--- src/rtl/fadd_accum_seq.sv ---
// fadd_accum_seq: sequences a float stream through an external fadd, one add per element, and presents the sum.
// Optional FADD_ACC_ZERO_SKIP_EN counts zero-valued non-first elements without issuing them to fadd.
module fadd_accum_seq #(
  parameter int N        = 32,
  parameter int E        = 8,
  parameter int S        = 1,
  parameter int FADD_LAT = 3,
  parameter int CW       = 16
) (
  input  logic          clk,
  input  logic          rst,
  input  logic          in_valid,
  output logic          in_ready,
  input  logic [N-1:0]  in_data,
  input  logic          in_last,
  output logic          fadd_en,
  output logic [N-1:0]  fadd_op1,
  output logic [N-1:0]  fadd_op2,
  input  logic          fadd_res_val,
  input  logic [N-1:0]  fadd_res,
  output logic          out_valid,
  input  logic          out_ready,
  output logic [N-1:0]  out_data,
  output logic [CW-1:0] out_count,
  output logic          out_err
);
  localparam int WW = $clog2(FADD_LAT + 3);
  localparam logic [1:0] IDLE = 2'd0, ISSUE = 2'd1, WAIT = 2'd2, DONE = 2'd3;
`ifdef FADD_ACC_ZERO_SKIP_EN
  localparam bit ZSKIP = 1'b1;
`else
  localparam bit ZSKIP = 1'b0;
`endif
  logic [1:0]    state_q, state_d;
  logic [N-1:0]  acc_q, acc_d, op1_q, op1_d, op2_q, op2_d;
  logic [CW-1:0] cnt_q, cnt_d, cnt_inc;
  logic [WW-1:0] wdog_q, wdog_d;
  logic          err_q, err_d, last_q, last_d, zero_el;
  assign zero_el   = (in_data[N-S-1 -: E] == '0) && (in_data[N-S-E-1:0] == '0);
  assign cnt_inc   = &cnt_q ? cnt_q : cnt_q + 1'b1;
  assign in_ready  = state_q == IDLE;
  assign fadd_en   = state_q == ISSUE;
  assign out_valid = state_q == DONE;
  assign fadd_op1  = op1_q;
  assign fadd_op2  = op2_q;
  assign out_data  = acc_q;
  assign out_count = cnt_q;
  assign out_err   = err_q;
  always_comb begin
    state_d = state_q;
    acc_d   = acc_q;
    cnt_d   = cnt_q;
    err_d   = err_q || (fadd_res_val && state_q != WAIT);
    op1_d   = op1_q;
    op2_d   = op2_q;
    last_d  = last_q;
    wdog_d  = wdog_q;
    case (state_q)
      IDLE: if (in_valid) begin
        if (cnt_q == '0) begin
          acc_d   = in_data;
          cnt_d   = CW'(1);
          state_d = in_last ? DONE : IDLE;
        end else if (ZSKIP && zero_el) begin
          cnt_d   = cnt_inc;
          state_d = in_last ? DONE : IDLE;
        end else begin
          op1_d   = acc_q;
          op2_d   = in_data;
          last_d  = in_last;
          cnt_d   = cnt_inc;
          state_d = ISSUE;
        end
      end
      ISSUE: begin
        wdog_d  = '0;
        state_d = WAIT;
      end
      WAIT: begin
        wdog_d = wdog_q + 1'b1;
        // A missing result is flagged and the stream moves on with acc untouched.
        if (fadd_res_val) begin
          acc_d   = fadd_res;
          state_d = last_q ? DONE : IDLE;
        end else if (wdog_q == WW'(FADD_LAT + 2)) begin
          err_d   = 1'b1;
          state_d = last_q ? DONE : IDLE;
        end
      end
      default: if (out_ready) begin
        acc_d   = '0;
        cnt_d   = '0;
        err_d   = 1'b0;
        state_d = IDLE;
      end
    endcase
  end
  always_ff @(posedge clk) begin
    if (rst) begin
      state_q <= IDLE;
      acc_q   <= '0;
      cnt_q   <= '0;
      err_q   <= 1'b0;
      op1_q   <= '0;
      op2_q   <= '0;
      last_q  <= 1'b0;
      wdog_q  <= '0;
    end else begin
      state_q <= state_d;
      acc_q   <= acc_d;
      cnt_q   <= cnt_d;
      err_q   <= err_d;
      op1_q   <= op1_d;
      op2_q   <= op2_d;
      last_q  <= last_d;
      wdog_q  <= wdog_d;
    end
  end
endmodule
--- config.mk ---
export PLATFORM = sky130hd
export DESIGN_NAME = fadd_accum_seq
export DESIGN_NICKNAME = d
export VERILOG_FILES = /design/src/rtl/fadd_accum_seq.sv
export SDC_FILE = /design/constraint.sdc
export NUM_CORES = 1
export LEC_CHECK = 0
export BUFFER_PORTS_ARGS = -buffer_cell sky130_fd_sc_hd__buf_2
export CORE_MARGIN = 8
export CORE_UTILIZATION = 50
export CTS_CLUSTER_SIZE = 12
export DETAILED_ROUTE_END_ITERATION = 8
export PLACE_DENSITY = 0.8
export SKIP_CTS_REPAIR_TIMING = 1
export SYNTH_ARGS = -nofsm -noshare
export SYNTH_HDL_FRONTEND = slang
export SYNTH_SLANG_ARGS = --single-unit
--- constraint.sdc ---
create_clock -name clk -period 2.8 [get_ports clk]
set_input_delay 0.28 -clock clk [delete_from_list [all_inputs] [get_ports clk]]
set_output_delay 0.28 -clock clk [all_outputs]
set_load 0.02 [all_outputs]
# After elaboration in Yosys (flattened, before gate mapping)
# Index checks and enable logic that the tools add are counted.
# op_classes
bitwise	3
eq_ne	10
addsub	2
n_reduce_logical	15
n_mux	23
# op_table
operator	n
32-bit 2-to-1 mux	4
32-bit case mux with 3 select lines	1
16-bit 2-to-1 mux	4
16-bit case mux with 2 select lines	1
16-bit by 1-bit adder with 16-bit output (second input constant)	1
16-bit zero test	1
16-bit AND reduction	1
2-bit 2-to-1 mux	7
2-bit inequality test (second input constant)	3
2-bit case mux with 3 select lines	1
3-bit case mux with 2 select lines	1
3-bit AND reduction	2
5-bit AND reduction	1
2-bit equality test (second input constant)	2
4-bit AND reduction	1
2-bit nonzero test	2
4-bit nonzero test	1
2-bit OR reduction	2
3-bit by 1-bit adder with 3-bit output (second input constant)	1
3-bit equality test (second input constant)	1
1-bit 2-to-1 mux	3
3-bit by 2-bit inequality test with 1-bit output (second input constant)	1
3-bit inequality test (second input constant)	1
1-bit inverter	3
other kinds (7)	7
# word_totals
elab_cells	61
ff_bits	119

# Depth between registers and ports, before layout
# depth
depth_word	6
depth_mapped	9

# Least setup slack after synthesis
# No wires, ideal clock.
# synth_path
path_type	register -> register
start	register cnt_q[0] (netlist: out_count[0])
end	register acc_q[10] (netlist: out_data[10])
stages_incl_launch_ff	8
setup_time_ns	0.146
arrival_time_ns	2.013
setup_slack_ns	0.641
path_buffers	1
path_cell_list	dfxtp_1 -> inv_1 -> ha_1 -> nor4b_4 -> a41oi_2 -> nor4_4 -> buf_4 -> a211oi_2
# synth_between
elab_chain_len	3
# synth_lines
item	line	rtl
from (decl)	36	logic [CW-1:0] cnt_q, cnt_d, cnt_inc;
from (signal assigned)	111	cnt_q <= cnt_d;
16-bit zero test	60	if (cnt_q == '0) begin
2-bit by 1-bit inequality test with 1-bit output (no line)	-	
5-bit AND reduction (no line)	-	
to (signal assigned)	101	acc_q <= '0;
to (signal assigned)	110	acc_q <= acc_d;
to (decl)	35	logic [N-1:0] acc_q, acc_d, op1_q, op1_d, op2_q, op2_d;
# No other way between the ends.
# A chain may end at the register's enable or synchronous reset.

# Final worst setup path
# layout_path
start	register state_q[0]
end	register cnt_q[4] (netlist: out_count[4])
# layout_between
elab_chain_len	4
# layout_lines
item	line	rtl
from (decl)	34	logic [1:0] state_q, state_d;
from (signal assigned)	109	state_q <= state_d;
2-bit by 1-bit equality test with 1-bit output / 2-bit equality test (equally long branches)	58	case (state_q)
2-bit OR reduction (no line)	-	
1-bit inverter (no line)	-	
4-bit AND reduction (no line)	-	
# Parallel ways exist; a longest one is shown, timed or not.

==> flow_summary.toml <==
[logic_synthesis]
ys_async_sr_fraction = 0
synth_compound_area_frac = 0.2591
ys_warn_count = 0
ys_ff_latch = 119
synthCells = 614
synth.area.mux_share = 0.001932
yosysTopAreaCell = "dfxtp_1"
synth_top_area_share = 0.4598
ys_top_cells_by_area = "dfxtp_1 (46%), nand2_1 (10%), a21oi_1 (8.3%)"
ys.flop_type = "dfxtp_1"
synth_common_cells = "nand2_1 (144), dfxtp_1 (119), a21oi_1 (86)"
syn_area_per_cell_um2 = 8.438
syn_nets = 692
yosys.cell_types.count = 51
synth-simple-area-share = 0.2132
synth_top_family_by_area = "compound AO/OA/AOI/OAI gates"
synth_edf_count = 0
synth-xor-area-share = 0
synthMostInstantiatedCell = "nand2_1"
synthAdderAreaFrac = 0.01932
netlist_area_mm2 = 0.005181
ys_seq_area_frac = 0.4598

[routing]
vias = 5262
drt_iter0_drc = 603
drt-total-wl_um = 16290
wl_per_cell_um = 17.50
drc = 0
firstDrtPassIters = 5
ant_nets = 0
viasPerCell = 5.652

[flow_run]
maxCapViolations = 0

[grt]
grt_pass1_vias = 5112
grtUsageTotal = 0.2284
grt_max_degree = 65
grt-ovfl-total = 0
grt_pass1_wl_um = 26410
antenna_found_initial = 0

[critical_path]
worstSetupPathType = "flip-flop to flip-flop"
worstPathRequired_ns = 3.22
worstPathCellList = "inv_1, ha_2, buf_4, inv_1, a41oi_2, nand2_1, or4_1, a31oi_1"
path_common_cell = "inv_1"
cp_slowest_stage_delay_ns = 0.51
slowest_stage = "or4_1"
startpoint_type = "flip-flop"
crit_fanout = 18
crit_path_end_kind = "flip-flop"
critPathArrivalTime_ns = 2.93

[floorplan]
start_util = 0.5087
die_w_um = 117.8
io_pins = 186
coreArea_mm2 = 0.01018
rows = 37
design.die.area_mm2 = 0.01388
die_y_um = 117.8

[placed_design]
dp_hpwl_um = 11460
dp.cells = 900
place_congestion = 0.9427
numPortBuffers = 185

[cts]
cts_max_path_buffers = 2
insertion_delay_ns = 0.51
cts-root-buf = "clkbuf_8"
numCtsBuffers = 17
clock_sinks = 119
htree_levels = 4
path_clk_slew_ns = 0.06
cts_tree = "yes"

[status]
outcome = "finished, final reports clean"

[power_and_ir_drop]
p_per_area_mw_per_mm2 = 1104
ir_drop_mv = 0.6185
leakage_nw = 2.853

[sta]
whs_ns = 0.02226
finalHoldViolCount = 0
rsz0062_at_grt = "no"
fin_skew_ns = 0.01836
worst-slew-pin-transition_ns = 0.6797
relSlewSlack = 0.5351
setup_tns_ns = 0
maxSlewViolCount = 0
min_period_ns = 2.506
fin_crit_sh = 0.8951
max_freq_mhz = 399.0
setup-violations-final = 0

[cells_and_area]
nets = 861
drive_gt1_frac = 0.3358
area.growth.synth_to_final_pct = 30.07
finalNonFillerCells = 931
num_antenna_cells = 0

[hold_path]
hp-class = "input port to flip-flop"
## placed cells by master, fill, tap and decap left out, drive strengths merged, types with 2 or more instances in the layout
cell and instances:
buf 196, nand2 144, dfxtp 119, a21oi 86
nor2 45, a211oi 35, a22oi 33, clkbuf 22
o21ai 11, nor3 10, inv 9, ha 8
nand3 7, clkinv 6, nor4 6, nand4 5
or4 5, nor2b 4, or2 3, and2 3
a41oi 3, o22ai 2, nand2b 2, a31oi 2
a31o 2, nand3b 2, and3 2, a211o 2
bufinv 2, nor4b 2
## state kept, by name (all words and copies together), names as in the netlist
name / count
out_err: 1
state_q: 2
wdog_q: 3
out_data: 32
fadd_op2: 32
fadd_op1: 32
last_q: 1
out_count: 16
## worst paths after layout
check	from	to	slack (ns)	cells past startpoint
worst min-delay path	in_data[29]	fadd_op2[29]$_SDFFE_PP0P_	0.02	3
worst max-delay path	state_q[0]$_SDFFE_PP0P_	out_count[4]$_SDFFE_PP0P_	0.29	8
worst max register to register	state_q[0]$_SDFFE_PP0P_	out_count[4]$_SDFFE_PP0P_	0.29	8
worst min register to register	fadd_op1[1]$_SDFFE_PP0P_	fadd_op1[1]$_SDFFE_PP0P_	0.45	2
## report_power, final
group | internal, W | switching, W | leakage [nW]
Sequential | 0.00200 | 0.000218 | 0.969
Clock | 0.00130 | 0.000724 | 0.274
Combinational | 0.00109 | 0.00211 | 1.61
Total | 0.00439 | 0.00305 | 2.85
## layout make-up
| type | instances | area (um^2) |
|---|---|---|
| Clock buffer | 22 | 452.9 |
| Clock inverter | 9 | 101.3 |
| Fill cell | 877 | 3446 |
| Inverter | 9 | 33.78 |
| Multi-Input combinational cell | 440 | 2575 |
| Sequential cell | 119 | 2382 |
| Tap cell | 136 | 170.2 |
| Timing Repair Buffer | 196 | 1023 |
## kinds of logic after synthesis
kind of cell	Yosys count
flops	119
buf+inv	55
fa+ha+maj	8
mux	1
compound gates	188
simple gates	243
## stage by stage
| step | total power (W) | setup WS (ns) | cell area, um^2 | util |
|---|---|---|---|---|
| after CTS | 0.007470 | 0.3380 | 6739 | 0.6617 |
| final | 0.007437 | 0.2937 | 6739 | 0.6617 |
| after detailed placement | 0.005409 | 0.3428 | 6185 | 0.6072 |
| after global placement | 0.005312 | 0.4243 | 6185 | 0.6072 |
| after floorplan | 0.004581 | 0.6412 | 5181 | - |
| after global routing | 0.007871 | 0.1202 | 6739 | 0.6617 |
## metal layers
layer,global-route usage,vias up,share of wire
li1,-,2508,-
met1,0.2685,2500,0.42
met2,0.3769,232,0.49
met3,0.08441,22,0.082
met4,0.07526,0,0.014
met5,0,-,0
## worst max-delay path, delay by kind of cell, from the launching register on
family                     cells  cell delay, ns
DFF                            1            0.35
and+or+nand+nor                2            0.71
buffers and inverters          3            0.52
adders and majority gates      1            0.23
AOI/OAI and AO/OA              2            0.61
Note: power is estimated with default switching activity, not from simulation.
